**config.mk**
```make
export PLATFORM = sky130hd
export DESIGN_NAME = instr_fetch_unit
export DESIGN_NICKNAME = d
export VERILOG_FILES = /design/src/rtl/rv_fetch_pkg.sv /design/src/rtl/fetch_fifo.sv /design/src/rtl/instr_fetch_unit.sv
export SDC_FILE = /design/constraint.sdc
export NUM_CORES = 1
export LEC_CHECK = 0
export ABC_AREA = 0
export ABC_CLOCK_PERIOD_IN_PS = 12300
export CAP_MARGIN = 30
export CORE_ASPECT_RATIO = 0.8
export CORE_UTILIZATION = 35
export CTS_CLUSTER_SIZE = 12
export DETAILED_ROUTE_END_ITERATION = 8
export PLACE_DENSITY = 0.57
export SLEW_MARGIN = 20
export SYNTH_ARGS = -nofsm -noshare
export SYNTH_HDL_FRONTEND = slang
export SYNTH_SLANG_ARGS = --single-unit
```
**constraint.sdc**
```tcl
create_clock -name clk -period 12.3 [get_ports clk]
set_input_delay 1.845 -clock clk [delete_from_list [all_inputs] [get_ports clk]]
set_output_delay 1.845 -clock clk [all_outputs]
set_load 0.1 [all_outputs]
```
**src/rtl/rv_fetch_pkg.sv**
```systemverilog
// Shared types and constants for the rv32im fetch front end.
package rv_fetch_pkg;

   localparam logic [31:0] INSTR_BYTES = 32'd4;
   localparam logic [31:0] RV_NOP      = 32'h0000_0013;

   typedef struct packed {
      logic [31:0] pc;
      logic [31:0] instr;
   } fetch_entry_t;

endpackage

```
**src/rtl/fetch_fifo.sv**
```systemverilog
// Circular buffer of fetched {pc, instr} entries; head is read from storage registers.
// Push/pop are issued only when legal by the owner; flush drops every entry in one cycle.
module fetch_fifo
   import rv_fetch_pkg::*;
#(
   parameter int DEPTH = 2,
   localparam int AW = $clog2(DEPTH),
   localparam int CW = $clog2(DEPTH + 1)
) (
   input  logic          clk,
   input  logic          reset,
   input  logic          flush,
   input  logic          push,
   input  fetch_entry_t  push_data,
   input  logic          pop,
   output fetch_entry_t  head_data,
   output logic [CW-1:0] count,
   output logic          full,
   output logic          empty
);

   fetch_entry_t mem [DEPTH];
   fetch_entry_t last_head;
   logic [AW-1:0] rd_ptr;
   logic [AW-1:0] wr_ptr;

   assign full  = (count == CW'(DEPTH));
   assign empty = (count == '0);

   // Once drained, the head keeps showing the last entry that was visible.
   assign head_data = empty ? last_head : mem[rd_ptr];

   always_ff @(posedge clk or posedge reset) begin
      if (reset) begin
         rd_ptr    <= '0;
         wr_ptr    <= '0;
         count     <= '0;
         last_head <= '0;
         for (int i = 0; i < DEPTH; i++) begin
            mem[i] <= '0;
         end
      end else begin
         if (!empty) begin
            last_head <= mem[rd_ptr];
         end
         if (flush) begin
            rd_ptr <= '0;
            wr_ptr <= '0;
            count  <= '0;
         end else begin
            if (push) begin
               mem[wr_ptr] <= push_data;
               wr_ptr      <= wr_ptr + 1'b1;
            end
            if (pop) begin
               rd_ptr <= rd_ptr + 1'b1;
            end
            case ({push, pop})
               2'b10:   count <= count + 1'b1;
               2'b01:   count <= count - 1'b1;
               default: count <= count;
            endcase
         end
      end
   end

endmodule

```
**src/rtl/instr_fetch_unit.sv**
```systemverilog
// PC owner and fetch stage: one word per cycle into a buffer toward decode, 1-cycle fetch-to-decode.
// PC freezes while the buffer is full and not popping; a redirect flushes the buffer and reloads PC.
module instr_fetch_unit
   import rv_fetch_pkg::*;
#(
   parameter logic [31:0] RESET_PC   = 32'h0000_0000,
   parameter int          FIFO_DEPTH = 2
) (
   input  logic        clk,
   input  logic        reset,
   input  logic        fetch_en,
   output logic [31:0] imem_addr,
   input  logic [31:0] imem_rdata,
   input  logic        redirect_valid,
   input  logic [31:0] redirect_pc,
   output logic        out_valid,
   input  logic        out_ready,
   output logic [31:0] out_pc,
   output logic [31:0] out_instr
);

   localparam int CW = $clog2(FIFO_DEPTH + 1);

   logic [31:0]   pc;
   logic          push;
   logic          pop;
   logic          fifo_full;
   logic          fifo_empty;
   logic [CW-1:0] fifo_count_unused;
   fetch_entry_t  push_data;
   fetch_entry_t  head_data;

   assign pop  = out_valid & out_ready;
   // Full is fine to push into only when the head leaves in the same cycle.
   assign push = fetch_en & ~redirect_valid & (~fifo_full | pop);

   assign push_data = '{pc: pc, instr: imem_rdata};
   assign imem_addr = pc;

   always_ff @(posedge clk or posedge reset) begin
      if (reset) begin
         pc <= RESET_PC;
      end else if (redirect_valid) begin
         pc <= redirect_pc & ~32'h3;
      end else if (push) begin
         pc <= pc + INSTR_BYTES;
      end
   end

   fetch_fifo #(
      .DEPTH(FIFO_DEPTH)
   ) u_fifo (
      .clk       (clk),
      .reset     (reset),
      .flush     (redirect_valid),
      .push      (push),
      .push_data (push_data),
      .pop       (pop),
      .head_data (head_data),
      .count     (fifo_count_unused),
      .full      (fifo_full),
      .empty     (fifo_empty)
   );

   assign out_valid = ~fifo_empty;
   assign out_pc    = head_data.pc;
   assign out_instr = head_data.instr;

endmodule

```
==> Word-level counts from Yosys, hierarchy flattened <==
Cells that the tools add are included.
Widths: inputs -> output; s select.
{ "word_totals": {"in_bits": 69, "register_bits": 228, "out_inout_bits": 97} }
{ "classes": {"reduce_logical": 6, "n_eq_ne": 3, "bitwise_logic": 9, "n_mux": 15, "order_cmp": 3, "add_sub_neg": 5} }
{ "op_table": {"columns": ["op", "n"], "rows": [
  ["$mux 64", 5],
  ["$bwmux 128", 1],
  ["$demux 64 s1", 1],
  ["$mux 32", 2],
  ["$add 32x3->32 const B", 1],
  ["$eq 2x2->1 const B", 2],
  ["$ge 2x2->1 const B", 2],
  ["$mux 1", 4],
  ["$not 1->2", 2],
  ["$pmux 2 s2", 1],
  ["$reduce_bool 2->1", 2],
  ["$and 1x1->1", 3],
  ["$not 1->1", 3],
  ["$reduce_bool 3->1", 1],
  ["$add 1x1->1 const B", 2],
  ["$add 2x1->2 const B", 1],
  ["$eq 2x1->1 const B", 1],
  ["$logic_not 2->1", 1],
  ["$lt 2x1->1 const B", 1],
  ["$mux 2", 1],
  ["$reduce_and 2->1", 1],
  ["$sub 2x1->2 const B", 1],
  ["$logic_and 1x1->1", 1],
  ["$or 1x1->1", 1]
]} }

==> Longest topological paths before layout <==
{ "depth": {"ltp_word": 8, "ltp_mapped": 7, "depth_no_buf": 5} }

==> Cells and area by module <==
From an unflattened synthesis, not the netlist that was laid out.
{ "unflattened": {"hier_cells": 807, "hier_area_um2": 10214.8} }
{ "by_module_without_submodules": {"columns": ["mod", "seq_area_each_um2", "area_per_inst_um2", "n_inst", "cells_per_inst"], "rows": [
  ["fetch_fifo", 4904.7, 8207.9, 1, 569],
  ["instr_fetch_unit", 750.7, 2006.9, 1, 238]
]} }

==> Least setup slack after synthesis <==
Ideal clock, no wire load.
{ "synth_path": {"kind": "reg-to-output", "startpoint": "reg u_fifo.rd_ptr", "endpoint": "out out_instr[29]", "arrival_time_ns": 3.368, "stages_incl_launch_ff": 5, "setup_slack_ns": 7.087, "required_ns": 10.455, "path_buffers": 2, "cell_sequence": "dfrtp_1 clkbuf_1 buf_1 mux2i_1 o21ai_0"} }
{ "synth_between": {"elab_chain_cells": 5} }
{ "synth_lines": {"columns": ["item", "line", "source"], "rows": [
  ["start: declaration", "fetch_fifo.sv:24", "logic [AW-1:0] rd_ptr;"],
  ["start signal: assignment", "fetch_fifo.sv:56", "rd_ptr <= rd_ptr + 1'b1;"],
  ["$not 1->2 (not written as such)", "fetch_fifo.sv:31", "assign head_data = empty ? last_head : mem[rd_ptr];"],
  ["$mux 64 (not written as such) (3 in series)", "fetch_fifo.sv:31", null],
  ["$mux 64", "fetch_fifo.sv:31", null],
  ["end: declaration", "instr_fetch_unit.sv:19", "output logic [31:0] out_instr"]
]} }
No other way between the ends. The select of a mux whose other input is x is not followed.

==> Final worst setup path <==
{ "layout_path": {"startpoint": "reg u_fifo.rd_ptr", "endpoint": "out out_pc[4]"} }
{ "layout_between": {"elab_chain_cells": 5} }
{ "layout_lines": {"columns": ["item", "line", "source"], "rows": [
  ["$not 1->2 (not written as such)", "fetch_fifo.sv:31", null],
  ["$mux 64 (not written as such) (3 in series)", "fetch_fifo.sv:31", null],
  ["$mux 64", "fetch_fifo.sv:31", null],
  ["end: declaration", "instr_fetch_unit.sv:18", "output logic [31:0] out_pc,"]
]} }
No other way between the ends. The select of a mux whose other input is x is not followed.

==> flow_summary_export.csv <==
group,metric,value,unit
grt,grt_pass1_vias,6517,
critical_path,cp.arrival,3730,ps
synthesis,yosysWarnings,0,
grt,grt.overflow.total,0,
critical_path,end_kind,"output port",
clocking,cts_inserted_buffers,24,
flow_run,drv_cap,0,
timing,rsz0062_at_grt,"false",
detailed_routing,firstDrtPassIters,4,
clocking,tritoncts,"built",
worst_hold_path,min_path_type,"reg2reg",
floorplan,initial_core_util,0.359,
timing,finalSetupTns,0,ps
detailed_routing,viasPerCell,4.91,
synthesis,postSynthCellCount,778,
placed_design,dp_hpwl,14.2,mm
clocking,cts_max_path_buffers,3,
detailed_routing,drt-initial-drc-count,273,
synthesis,synth_seq_cells,222,
synthesis,synth_flop_cell,"dfrtp_1",
timing,final_hold_viol_count,0,
critical_path,critPathLaunchType,"flip-flop",
critical_path,crit_start,"u_fifo.rd_ptr",
synthesis,yosysTopAreaCell,"dfrtp_1",
synthesis,ys_seq_area_frac,0.585,
grt,grt_max_degree,101,
detailed_routing,ant_nets,0,
critical_path,cp.required,10450,ps
worst_hold_path,hp-start,"u_fifo.last_head[32]",
timing,fmax,179,MHz
layout,drive_gt1_frac,0.117,
synthesis,ys_top_cells_by_count,"222 x dfrtp_1, 92 x nand2_1, 79 x o21ai_0",
synthesis,ys_types,44,
timing,tightest_slew,1050,ps
timing,setup_viol,0,
floorplan,rows,53,
synthesis,synth_edf_count,0,
detailed_routing,dr_total_vias,6410,
floorplan,pin_count,166,
detailed_routing,drc,0,
clocking,clkSlewWorstSetupHoldPaths,60,ps
critical_path,r2r_start,"imem_addr[4]",
grt,antenna_found_initial,3,
critical_path,cp_max_fo,34,
clocking,h-tree-depth,1,
timing,fin_skew,10.4,ps
clocking,numClockSinks,222,
synthesis,async_flop_share,1.00,
floorplan,die_h,149,um
clocking,post_cts_buffers,0,
placed_design,globalplace.congestion,0.702,
outcome,status,"complete, no violations",
synthesis,synthesis.area,9500,um2
placed_design,numPortBuffers,161,
clocking,clk_latency,510,ps
timing,period_needed,5580,ps
clocking,clock-root-buffer,"clkbuf_16",
power,peakVddDrop,141,uV
synthesis,synth_most_common_cell,"dfrtp_1",
floorplan,coreArea,26500,um2
timing,final_max_slew_viol_count,0,
layout,area.growth.synth_to_final,29.9,%
synthesis,synth_top_area_frac,0.585,
timing,finalCritPeriodShare,0.454,
layout,fillers,2415,
clocking,cts_resized,0,
grt,grt_pass1_wl,36.1,mm
critical_path,crit_type,"reg2out",
synthesis,synth_area_leaders,"dfrtp_1 58%, mux2_1 8.1%, mux2i_1 6.6%",
detailed_routing,route.detailed.wl_per_inst,16.9,um
detailed_routing,finalWirelength,22.1,mm
power,power_leakage,5.02,nW
power,power.total,2.80,mW
floorplan,dieArea,27800,um2
timing,slew_headroom,0.296,
grt,grtUsageTotal,0.165,
clocking,ctsHoldBuffers,0,
layout,final_nets,1001,
floorplan,die_w,186,um
power,powerDensity,227,nW/um2
synthesis,syn_avg_cell_area,12.2,um2
[critical path, stage by stage (launching register included)]
cell	delay [ps]
dfrtp_4	820
buf_4	660
mux2i_1	210
o21ai_0	310
clkdlybuf4s50_1	1200
[metal layers]
layer	vias to the layer above	share of wire	global-route usage	wire length (um)
met5	-	0.0011	0	25
met3	23	0.064	0.0459	1400
li1	3098	-	-	-
met4	4	0.016	0.0324	355
met1	3159	0.48	0.233	10700
met2	126	0.44	0.253	9620
[path summary, 6_finish.rpt]
kind | end | slack, ps | cells after the start
min in group asynchronous | u_fifo.last_head[32] | 1870 | 2
setup / recovery | out_pc[4] | 6720 | 4
hold / removal | u_fifo.last_head[32] | 480 | 1
max in group asynchronous | u_fifo.mem[123] | 9220 | 3
hold reg to reg | u_fifo.last_head[32] | 480 | 1
setup reg to reg | imem_addr[24] | 10000 | 5
[final cells by class]
| class | count | area [um2] | share of cell area |
|---|---|---|---|
| diodes | 1 | 2.50 | 0.000203 |
| inverters | 5 | 26.3 | 0.00213 |
| well taps | 357 | 447 | 0.0362 |
| multi-input cells | 501 | 3710 | 0.300 |
| clock buffers | 38 | 724 | 0.0587 |
| clock inverters | 4 | 20.0 | 0.00162 |
| repair buffers | 177 | 1860 | 0.150 |
| flip-flops and latches | 222 | 5560 | 0.450 |
[state kept, by name (all words and copies together), names as in the netlist]
name / flops
u_fifo.mem: 124
u_fifo.rd_ptr: 1
u_fifo.last_head: 64
u_fifo.count: 2
u_fifo.wr_ptr: 1
imem_addr: 30
[power breakdown]
| part | leakage, nW | internal (mW) | switching, mW |
|---|---|---|---|
| clock network | 0.369 | 0.401 | 0.286 |
| registers | 2.66 | 0.925 | 0.0979 |
| logic | 1.98 | 0.307 | 0.780 |
| total | 5.02 | 1.63 | 1.16 |
[logic make-up after synthesis]
logic type,Yosys count,synth area share
flops,222,0.585
mux,185,0.211
simple gates,184,0.0951
compound gates,118,0.0703
buf+inv,56,0.0271
xor+xnor,11,0.0101
fa+ha+maj,1,0.00132
other cells,1,0.000395
[metrics by stage]
step	hold WS, ps	area [um2]	worst slack, ps	util	std cells
3_5_place_dp	468	11600	7260	0.437	1260
4_1_cts	482	12300	6680	0.465	1302
3_3_place_gp	466	11400	7170	0.432	1255
6_report	478	12300	6720	0.466	1305
2_1_floorplan	450	9510	4380	-	779
5_1_grt	492	12300	6530	0.466	1304
[layout by cell type (no fill, tap or decap), drive strengths merged, types with 6 or more instances in the layout]
cell type      count
nand4             11
o21ai             79
nand3             14
a31oi             16
xor2               6
clkbuf            38
or4               17
nor2              22
mux2i             63
clkdlybuf4s50    161
mux2             122
buf               16
o31ai             14
nand2             92
dfrtp            222
Note: power is estimated with default switching activity, not from simulation.
